<file path="config.mk">
export PLATFORM = sky130hd
export DESIGN_NAME = fc_argmax
export DESIGN_NICKNAME = d
export VERILOG_FILES = /design/src/rtl/mnist_pkg.sv /design/src/rtl/fc_argmax_cmp.sv /design/src/rtl/fc_argmax.sv
export SDC_FILE = /design/constraint.sdc
export NUM_CORES = 1
export LEC_CHECK = 0
export ABC_AREA = 1
export BUFFER_PORTS_ARGS = -buffer_cell sky130_fd_sc_hd__buf_4
export CORE_UTILIZATION = 57
export CTS_BUF_LIST = sky130_fd_sc_hd__clkbuf_8
export DETAILED_ROUTE_END_ITERATION = 7
export HOLD_SLACK_MARGIN = 0.03
export PLACE_DENSITY = 0.8
export SETUP_SLACK_MARGIN = 0.4
export SYNTH_ARGS = -nofsm -noshare
export SYNTH_HDL_FRONTEND = slang
export SYNTH_SLANG_ARGS = --single-unit
</file>
<file path="constraint.sdc">
create_clock -name clk -period 6.64 [get_ports clk]
set_input_delay 0.996 -clock clk [delete_from_list [all_inputs] [get_ports clk]]
set_output_delay 0.996 -clock clk [all_outputs]
set_load 0.005 [all_outputs]
</file>
<file path="src/rtl/mnist_pkg.sv">
// Shared constants and types for the MNIST classification pipeline.
package mnist_pkg;

    localparam int NUM_CLASSES = 10;
    localparam int SCORE_W     = 9;
    localparam int IDX_W       = 4;

    typedef logic [SCORE_W-1:0] score_t;
    typedef logic [IDX_W-1:0]   idx_t;

    typedef enum logic {
        IDLE = 1'b0,
        SCAN = 1'b1
    } argmax_state_t;

endpackage

</file>
<file path="src/rtl/fc_argmax_cmp.sv">
// One step of a running top-2 search: folds score s_k into (best, best_idx, second).
module fc_argmax_cmp #(
    parameter int SCORE_W = mnist_pkg::SCORE_W,
    parameter int IDX_W   = mnist_pkg::IDX_W
) (
    input  logic [SCORE_W-1:0] s_k,
    input  logic [IDX_W-1:0]   k,
    input  logic [SCORE_W-1:0] best,
    input  logic [IDX_W-1:0]   best_idx,
    input  logic [SCORE_W-1:0] second,
    output logic [SCORE_W-1:0] best_nxt,
    output logic [IDX_W-1:0]   best_idx_nxt,
    output logic [SCORE_W-1:0] second_nxt
);

    // Strict comparisons keep the lowest index on ties and push the tied value into second.
    always_comb begin
        best_nxt     = best;
        best_idx_nxt = best_idx;
        second_nxt   = second;
        if (s_k > best) begin
            second_nxt   = best;
            best_nxt     = s_k;
            best_idx_nxt = k;
        end else if (s_k > second) begin
            second_nxt = s_k;
        end
    end

endmodule

</file>
<file path="src/rtl/fc_argmax.sv">
// Captures ten class scores and scans them one per clock to report winner, score and margin.
module fc_argmax #(
    parameter int NUM_CLASSES = mnist_pkg::NUM_CLASSES,
    parameter int SCORE_W     = mnist_pkg::SCORE_W,
    parameter int IDX_W       = mnist_pkg::IDX_W
) (
    input  logic               clk,
    input  logic               rst_n,
    input  logic               valid_in,
    input  logic [SCORE_W-1:0] fc_in_1,
    input  logic [SCORE_W-1:0] fc_in_2,
    input  logic [SCORE_W-1:0] fc_in_3,
    input  logic [SCORE_W-1:0] fc_in_4,
    input  logic [SCORE_W-1:0] fc_in_5,
    input  logic [SCORE_W-1:0] fc_in_6,
    input  logic [SCORE_W-1:0] fc_in_7,
    input  logic [SCORE_W-1:0] fc_in_8,
    input  logic [SCORE_W-1:0] fc_in_9,
    input  logic [SCORE_W-1:0] fc_in_10,
    output logic [IDX_W-1:0]   digit_out,
    output logic [SCORE_W-1:0] max_score,
    output logic [SCORE_W-1:0] margin,
    output logic               valid_out,
    output logic               busy,
    output logic               overrun
);

    import mnist_pkg::*;

    argmax_state_t      state;
    logic [SCORE_W-1:0] scores [NUM_CLASSES];
    logic [SCORE_W-1:0] fc_in  [NUM_CLASSES];
    logic [IDX_W-1:0]   k;
    logic [SCORE_W-1:0] best;
    logic [SCORE_W-1:0] second;
    logic [IDX_W-1:0]   best_idx;
    logic [SCORE_W-1:0] best_nxt;
    logic [SCORE_W-1:0] second_nxt;
    logic [IDX_W-1:0]   best_idx_nxt;
    logic               last_class;

    assign fc_in[0] = fc_in_1;
    assign fc_in[1] = fc_in_2;
    assign fc_in[2] = fc_in_3;
    assign fc_in[3] = fc_in_4;
    assign fc_in[4] = fc_in_5;
    assign fc_in[5] = fc_in_6;
    assign fc_in[6] = fc_in_7;
    assign fc_in[7] = fc_in_8;
    assign fc_in[8] = fc_in_9;
    assign fc_in[9] = fc_in_10;

    assign last_class = (k == IDX_W'(NUM_CLASSES - 1));

    fc_argmax_cmp #(
        .SCORE_W (SCORE_W),
        .IDX_W   (IDX_W)
    ) u_cmp (
        .s_k          (scores[k]),
        .k            (k),
        .best         (best),
        .best_idx     (best_idx),
        .second       (second),
        .best_nxt     (best_nxt),
        .best_idx_nxt (best_idx_nxt),
        .second_nxt   (second_nxt)
    );

    // Result of the final class goes straight from the comparator into the output registers.
    always_ff @(posedge clk or negedge rst_n) begin
        if (!rst_n) begin
            state     <= IDLE;
            k         <= '0;
            best      <= '0;
            second    <= '0;
            best_idx  <= '0;
            digit_out <= '0;
            max_score <= '0;
            margin    <= '0;
            valid_out <= 1'b0;
            busy      <= 1'b0;
            overrun   <= 1'b0;
            for (int i = 0; i < NUM_CLASSES; i++) begin
                scores[i] <= '0;
            end
        end else begin
            valid_out <= 1'b0;
            overrun   <= 1'b0;
            case (state)
                IDLE: begin
                    if (valid_in) begin
                        for (int i = 0; i < NUM_CLASSES; i++) begin
                            scores[i] <= fc_in[i];
                        end
                        best     <= fc_in[0];
                        best_idx <= '0;
                        second   <= '0;
                        k        <= IDX_W'(1);
                        busy     <= 1'b1;
                        state    <= SCAN;
                    end
                end
                SCAN: begin
                    overrun  <= valid_in;
                    best     <= best_nxt;
                    best_idx <= best_idx_nxt;
                    second   <= second_nxt;
                    k        <= k + 1'b1;
                    if (last_class) begin
                        digit_out <= best_idx_nxt;
                        max_score <= best_nxt;
                        margin    <= best_nxt - second_nxt;
                        valid_out <= 1'b1;
                        busy      <= 1'b0;
                        k         <= '0;
                        state     <= IDLE;
                    end
                end
                default: state <= IDLE;
            endcase
        end
    end

endmodule
</file>
==> out/metrics.cfg, run 1 <==
[outcome]
status = finished, final reports clean

[global_route]
grt_pass1_vias = 6036
grt_start_max_net_pins = 106
grt_pass1_wl_um = 30100
antenna_found_initial = 0
grtUsageTotal_pct = 29.2
grt_overflow_total = 0

[timing]
fin_skew_ps = 10.9
drv_slew = 0
slew_headroom_pct = 18.4
worstMarginPinSlew_ps = 1220
hold_viol = 0
fin_crit_ps = 5050
rsz0062_at_grt = false
final.setup.worst_slack_ps = 1590
holdWs_ps = 474
tns_ps = 0
fin_crit_sh_pct = 76.0
timing.final.setup_violations = 0
timing.fmax_mhz = 198

[placed_design]
place.port_buffers = 117
pre_cts_slack_ps = 1680
place.gp.congestion = 0.865
dp_hpwl_um = 13000

[clock_network]
cts_tree = yes
clock_latency_ps = 470
clk_pin_slew_ps = 80
post_cts_buffers = 0
ctsResizeCount = 0
clock_sinks = 142
cts_made_buffers = 17
cts_buffer_depth = 2
hold_buffers = 0
cts_htree_levels = 4
cts_root_buf = clkbuf_8

[route]
wl_per_cell_um = 15.0
routed_via_density = 5.31
drtAntennaViolNets = 0
drt-initial-drc-count = 403
vias = 6434
wl_um = 18200
drt_first_pass_iters = 5
drc = 0

[synth]
ys_seq_area_share_pct = 46.9
synth_area_per_cell_um2 = 8.09
synth_area_leaders = dfrtp_1 (47%), nand2_1 (19%), ha_1 (4.6%), o21ai_0 (3.6%), inv_1 (3.0%)
synth_top_area_share_pct = 46.9
ys_seq_elements = 142
yosysWarnings = 0
async_flop_share_pct = 100
synth-edff-count = 0
synth_flop_cell = dfrtp_1
synth_commonest_cells = nand2_1 (378), dfrtp_1 (142), inv_1 (60)
netlist_area_um2 = 7570
synth_cells = 936
yosysTopAreaCell = dfrtp_1
synth_most_common_cell = nand2_1
synth.distinct_cells = 42
syn_nets = 1058

[setup_path]
critical_path_required_ps = 6990
cp.arrival_ps = 5400
rr_worst_depth = 27
worst_setup_path_end_kind = flip-flop
cp-start-kind = flip-flop
crit_fanout = 34
crit_type = reg2reg

[cells_and_area]
drive_above_1_share_pct = 20.5
fin_nets = 1149
syn2layout_area_growth_pct = 16.6
fillers = 1032
diodes = 0

[floorplan]
ios = 118
die_x_um = 117
core_um2 = 12800
die_y_um = 117
initial_utilization_pct = 59.3
dieArea_um2 = 13700
row_count = 41

[run]
maxCapViolCount = 0

[worst_hold_path]
holdPathStages = 2
hp-class = reg2reg

## stage by stage
step	area [um^2]	util, %	std cells
finish	8830	69.1	1212
global route	8830	69.1	1212
CTS	8830	69.1	1212
detailed placement	8390	65.7	1180
global placement	8390	65.7	1180
floorplan	7570	-	936
## kinds of logic after synthesis
kind of cell	count (synthesis)	share of synthesized area (%)
AO/OA/AOI/OAI	146	12.5
adder cells (fa/ha/maj)	29	4.89
buffers and inverters	114	7.42
flip-flops	142	46.9
multiplexers	7	0.926
AND/OR/NAND/NOR	493	26.7
XOR/XNOR	5	0.579
## cell type report
cell class                      instances  area [um^2]  area share, %
Timing Repair Buffer                  121          912           10.3
Clock buffer                           19          262           2.96
Sequential cell                       142         3550           40.3
Tap cell                              172          215           2.44
Clock inverter                         13          171           1.94
Multi-Input combinational cell        680         3460           39.2
Inverter                               65          251           2.85
## flip-flops by register name, summed over array words and instances (netlist names)
name       flops
max_score      9
busy           1
state          1
best           9
margin         9
second         9
best_idx       4
scores        90
k              4
digit_out      4
overrun        1
valid_out      1
## routing by layer
| layer | track usage (%) | part of all wire [%] | up-vias |
|---|---|---|---|
| li1 | - | - | 3187 |
| met1 | 40.3 | 46 | 2973 |
| met2 | 44.3 | 45 | 239 |
| met3 | 6.49 | 6.5 | 35 |
| met4 | 12.6 | 2.3 | 0 |
| met5 | 0 | 0 | - |
## worst max-delay path: stages (launching register included)
cell      delay (ps)
dfrtp_1         1160
inv_2            300
nor2_1           160
o21ai_0          110
nand3_1          110
nand3_1          100
o21ai_2          140
ha_1             300
a21oi_1          150
o21ai_0          110
nand2_1          100
nand3_2          130
nand2_4          270
inv_4            170
nand2_1          120
o21ai_2           80
ha_1             350
a21oi_1          160
nand2_1           70
nand2_1           80
nand2_1           60
a21oi_1          180
o21ai_0          100
nand2_1           60
nand2_1           60
nor2_1            90
nand3b_1         120
nand2_1           50
## cell usage in the layout (no fill, tap or decap), types with 2 or more instances in the layout
cell / instances
ha_1: 28
xnor2_1: 3
bufinv_16: 4
o21ai_2: 15
nand2_1: 378
dfrtp_1: 142
o211ai_2: 7
o22ai_1: 11
mux2i_1: 7
nand3_1: 36
nor2_1: 46
inv_1: 63
inv_6: 2
nand2_2: 15
nand4_1: 2
xor2_1: 2
a21oi_1: 9
o21ai_1: 19
buf_4: 120
o211ai_1: 19
clkbuf_8: 19
clkinv_2: 3
inv_2: 3
a21oi_2: 6
o21ai_0: 54
nor2_2: 4
nand3_2: 4
o21a_1: 2
nand3b_1: 2
nor2_4: 2
## path summary, 6_finish.rpt
| check | start | end | slack [ps] |
|---|---|---|---|
| setup / recovery | k[1] | margin[7] | 1590 |
| hold / removal | busy | busy | 470 |
| setup reg to reg | k[1] | margin[7] | 1590 |
| hold reg to reg | busy | busy | 470 |
| max in group asynchronous | rst_n | scores[84] | 4730 |
| min in group asynchronous | rst_n | scores[35] | 510 |
Power of run 1 is left out: the tool's default activity adds up to more than one toggle a clock period on the data nets, which glitch-free logic cannot reach.
==> run 2: changes to the inputs <==
==> constraint.sdc (replaced) <==
create_clock -name clk -period 5 [get_ports clk]
set_input_delay 0.75 -clock clk [delete_from_list [all_inputs] [get_ports clk]]
set_output_delay 0.75 -clock clk [all_outputs]
set_load 0.005 [all_outputs]
==> out/metrics.cfg, run 2 (synthesis gave the netlist of run 1 again) <==
[outcome]
status = finished, final reports clean

[cells_and_area]
layout_common_cells = nand2_1 (377), dfrtp_1 (140), buf_4 (127), inv_1 (61), o21ai_0 (53)
final_common_cell = nand2_1
largest_register_ffs = 90  ; unchanged
final_area_um2 = 8990  ; +1.8%
top_register = scores
diodes = 0  ; unchanged
fin_nets = 1159  ; +0.87%
fillers = 1065  ; +3.2%
drive_above_1_share_pct = 21.6  ; +1.2 points
syn2layout_area_growth_pct = 18.7
instances_no_fill = 1221  ; +0.74%

[floorplan]
initial_utilization_pct = 59.3  ; unchanged
die_x_um = 117  ; unchanged
die_y_um = 117  ; unchanged
dieArea_um2 = 13700  ; unchanged
core_um2 = 12800  ; unchanged
ios = 118  ; unchanged
row_count = 41  ; unchanged

[setup_path]
r2r_setup_slack_ps = 630  ; -960 ps
crit_type = reg2reg
rr_worst_depth = 27  ; unchanged
cp-start-kind = flip-flop
worst_setup_path_end_kind = flip-flop
crit_fanout = 23  ; -32%
critical_path_required_ps = 5350  ; -1640 ps
r2r-start = k[1]
worstReg2RegEnd = margin[7]
crit_start = k[1]
cp.arrival_ps = 4720  ; -680 ps

[global_route]
grtUsageTotal_pct = 28.9  ; -0.27 points
grt_pass1_wl_um = 29800  ; -1.1%
antenna_found_initial = 0  ; unchanged
grt_start_max_net_pins = 104  ; -1.9%
grt_overflow_total = 0  ; unchanged
grt_pass1_vias = 6177  ; +2.3%

[timing]
rsz0062_at_grt = false
timing.final.setup_violations = 0  ; unchanged
fin_crit_ps = 4370  ; -678 ps
worstMarginPinSlew_ps = 918  ; -307 ps
timing.fmax_mhz = 229  ; +16%
hold_viol = 0  ; unchanged
fin_crit_sh_pct = 87.4  ; +11 points
slew_headroom_pct = 38.8  ; +20 points
fin_skew_ps = 13.6  ; +2.75 ps
drv_slew = 0  ; unchanged
holdWs_ps = 380  ; -94.1 ps
tns_ps = 0  ; unchanged

[placed_design]
place.gp.congestion = 0.876  ; +1.3%
dp_hpwl_um = 13100  ; +0.51%
place_inst = 1182  ; +0.17%
place.port_buffers = 117  ; unchanged
placed_area_um2 = 8410  ; +0.18%

[clock_network]
clock_latency_ps = 460  ; about the same
cts_root_buf = clkbuf_8
clock_sinks = 142  ; unchanged
hold_buffers = 0  ; unchanged
cts_made_buffers = 17  ; unchanged
cts_tree = yes
clk_pin_slew_ps = 80  ; about the same
cts_htree_levels = 4  ; unchanged
cts_buffer_depth = 2  ; unchanged

[route]
vias = 6471  ; +0.58%
wl_um = 18200  ; about the same
routed_via_density = 5.30  ; -0.17%
drt-initial-drc-count = 517  ; +28%
drc = 0  ; unchanged
drtAntennaViolNets = 0  ; unchanged
drt_first_pass_iters = 7  ; +2
wl_per_cell_um = 14.9  ; -0.70%

[worst_hold_path]
hp-class = in2async

[run]
maxCapViolCount = 0  ; unchanged

-- run 2: changes by cell type in the layout (fill, tap and decap cells not counted), moves of 2 or more --
cell,change
buf_4,+7
buf_6,+2
dfrtp_1,-2
dfrtp_2,+2
inv_1,-2
o21ai_2,-3
o21ai_4,+3
-- run 2: worst max-delay path by stage --
stage / endpoint / slack, ps / cells past startpoint
floorplan: margin[7] / 1370 / 30
global placement: margin[7] / 710 / 25
detailed placement: margin[7] / 590 / 25
CTS: margin[7] / 570 / 25
global route: margin[7] / 290 / 27
finish: margin[7] / 630 / 27
-- run 2: timing repair --
action / 4_1_cts / 5_1_grt
setup buffers: 0 / 7
setup endpoints to repair: 0 / 4
gates resized for setup: 0 / 11
hold endpoints to repair: 0 / 0
-- run 2: worst max-delay path: stages (launching register included) --
cell      delay [ps]
dfrtp_2          540
buf_4            310
a21oi_2           40
o21ai_1          110
nand3_1          100
nand3_1          180
o21ai_4          110
ha_1             320
nand2_1          110
o21ai_0          250
nand2_1          150
nand3_4          150
nand2_8          120
inv_4            240
nand2_1          100
o21ai_2          100
ha_1             310
a21oi_1          150
nand2_1           80
nand2_1           80
nand2_1           50
a21oi_1          180
o21ai_0          100
nand2_1           60
nand2_1           60
nor2_1            80
nand3b_1         100
nand2_1           50
-- run 2: through the flow --
step / util [%] / worst slack [ps]
finish: 70.3 / 632
global route: 70.3 / 286
CTS: 69.4 / 574
detailed placement: 65.8 / 594
global placement: 65.8 / 707
floorplan: - / 1370
-- run 2: cell type report --
cell class              instances  area [um^2]  area share (%)
clock buffers                  20          275            3.06
clock inverters                11          188            2.09
inverters                      65          251            2.80
multi-input cells             681         3510            39.1
flip-flops and latches        142         3560            39.6
well taps                     172          215            2.39
repair buffers                130          987            11.0
-- run 2: routing by layer --
metal  track usage (%)  wire (um)
met2              44.7       8420
met3              7.11       1210
met4              11.2        467
met1              39.3       8120
met5                 0          0
Power of run 2 is left out for the same reason.
==> run 3: changes to the inputs <==
--- a/config.mk
+++ b/config.mk
@@ -7,6 +7,7 @@
 export LEC_CHECK = 0
 export ABC_AREA = 1
 export BUFFER_PORTS_ARGS = -buffer_cell sky130_fd_sc_hd__buf_4
+export CORE_ASPECT_RATIO = 1.2
 export CORE_UTILIZATION = 57
 export CTS_BUF_LIST = sky130_fd_sc_hd__clkbuf_8
 export DETAILED_ROUTE_END_ITERATION = 7
==> constraint.sdc (replaced) <==
create_clock -name clk -period 5.29 [get_ports clk]
set_input_delay 0.7935 -clock clk [delete_from_list [all_inputs] [get_ports clk]]
set_output_delay 0.7935 -clock clk [all_outputs]
set_load 0.005 [all_outputs]
==> out/metrics.cfg, run 3 (synthesis gave the netlist of run 1 again) <==
[outcome]
status = finished, final reports clean

[clock_network]
clk_pin_slew_ps = 80  ; about the same
cts_root_buf = clkbuf_8
cts_made_buffers = 17  ; unchanged
clock_latency_ps = 450  ; about the same
ctsResizeCount = 0  ; unchanged
post_cts_buffers = 0  ; unchanged
cts_htree_levels = 4  ; unchanged
cts_buffer_depth = 2  ; unchanged
hold_buffers = 0  ; unchanged
cts_tree = yes
clock_sinks = 142  ; unchanged

[route]
routed_via_density = 5.37  ; +1.4%
drt_first_pass_iters = 4  ; -3
drt-initial-drc-count = 423  ; -18%
vias = 6489  ; +0.28%
wl_per_cell_um = 15.2  ; +1.6%
wl_um = 18300  ; +0.56%
drc = 0  ; unchanged
drtAntennaViolNets = 0  ; unchanged

[global_route]
grt_overflow_total = 0  ; unchanged
grtUsageMet3_pct = 4.63  ; -2.5 points
antenna_found_initial = 0  ; unchanged
grt.busiest_layer = met2
grt_use_met1_pct = 37.2  ; -2.1 points
grt_start_max_net_pins = 97  ; -6.7%
grt_pass1_wl_um = 30400  ; +2.0%
grtUsageTotal_pct = 28.8  ; -0.11 points
grt_pass1_vias = 6246  ; +1.1%
grtUsageMet2_pct = 46.1  ; +1.4 points

[timing]
fin_crit_ps = 4340  ; -26.5 ps
rsz0062_at_grt = false
fin_skew_ps = 11.0  ; -2.61 ps
worstMarginPinSlew_ps = 866  ; -51.5 ps
drv_slew = 0  ; unchanged
timing.final.setup_violations = 0  ; unchanged
tns_ps = 0  ; unchanged
fin_crit_sh_pct = 82.1  ; -5.3 points
hold_viol = 0  ; unchanged
slew_headroom_pct = 42.3  ; +3.4 points
timing.fmax_mhz = 230  ; +0.61%

[cells_and_area]
instances_no_fill = 1208  ; -1.1%
top_register = scores
syn2layout_area_growth_pct = 16.2
largest_register_ffs = 90  ; unchanged
fillers = 1100  ; +3.3%
diodes = 0  ; unchanged
drive_above_1_share_pct = 21.1  ; -0.57 points
final_common_cell = nand2_1
fin_nets = 1153  ; -0.52%
layout_common_cells = nand2_1 (378), dfrtp_1 (142), buf_4 (124), inv_1 (60), o21ai_0 (54)

[setup_path]
cp.arrival_ps = 4690  ; -30 ps
cp-start-kind = flip-flop
cp_common_cell = nand2_1
crit_family = simple AND/OR/NAND/NOR gates
slowest_delay_ps = 450  ; -90 ps
worst_setup_path_end_kind = flip-flop
crit_type = reg2reg
crit_fanout = 26  ; +13%
crit_buf_inv = 2  ; unchanged
slowest_stage = dfrtp_1
critical_path_required_ps = 5640  ; +290 ps

[placed_design]
place.gp.congestion = 0.887  ; +1.2%
place.port_buffers = 117  ; unchanged
dp_hpwl_um = 13300  ; +1.6%
place_inst = 1176  ; -0.51%

[floorplan]
core_um2 = 12800  ; about the same
row_count = 45  ; +9.8%
ios = 118  ; unchanged
dieArea_um2 = 13700  ; about the same
initial_utilization_pct = 59.2  ; about the same
die_x_um = 107  ; -8.6%
die_y_um = 128  ; +9.4%

[run]
maxCapViolCount = 0  ; unchanged

[worst_hold_path]
hp-class = in2async

==> run 3: stage by stage <==
step	hold WS [ps]	instance area (um^2)	setup slack (ps)	utilization (%)
global placement	453	8410	1120	65.8
detailed placement	456	8410	1050	65.8
global route	483	8790	542	68.8
floorplan	437	7570	1660	-
finish	401	8790	949	68.8
CTS	446	8790	983	68.8
==> run 3: worst paths after layout <==
| check | start | endpoint | slack [ps] | cells after the start |
|---|---|---|---|---|
| worst min-delay path | rst_n | digit_out[1] | 400 | 1 |
| min in group clk | scores[16] | scores[16] | 480 | 2 |
| worst min register to register | scores[16] | scores[16] | 480 | 2 |
| worst max-delay path | k[0] | margin[7] | 950 | 28 |
| worst max register to register | k[0] | margin[7] | 950 | 28 |
| max in group asynchronous | rst_n | second[5] | 3770 | 2 |
==> run 3: area by class of cell <==
type	instances	area, um^2	area share [%]
clock inverters	14	133	1.51
clock buffers	18	248	2.82
inverters	65	251	2.86
flip-flops and latches	142	3550	40.4
repair buffers	125	942	10.7
well taps	164	205	2.33
multi-input cells	680	3460	39.4
==> run 3: layer usage <==
layer	share of wire [%]	routed length, um
met1	43	7800
met2	48	8840
met3	5.1	931
met4	4.1	750
met5	0	0
==> run 3: worst reg2reg max path: cells and delay by family, from the launching register on <==
kind / cells / cell delay, ps
and+or+nand+nor: 17 / 1690
adders and majority gates: 2 / 590
buffers and inverters: 2 / 530
DFF: 1 / 450
AOI/OAI and AO/OA: 7 / 990
Power of run 3 is left out for the same reason.
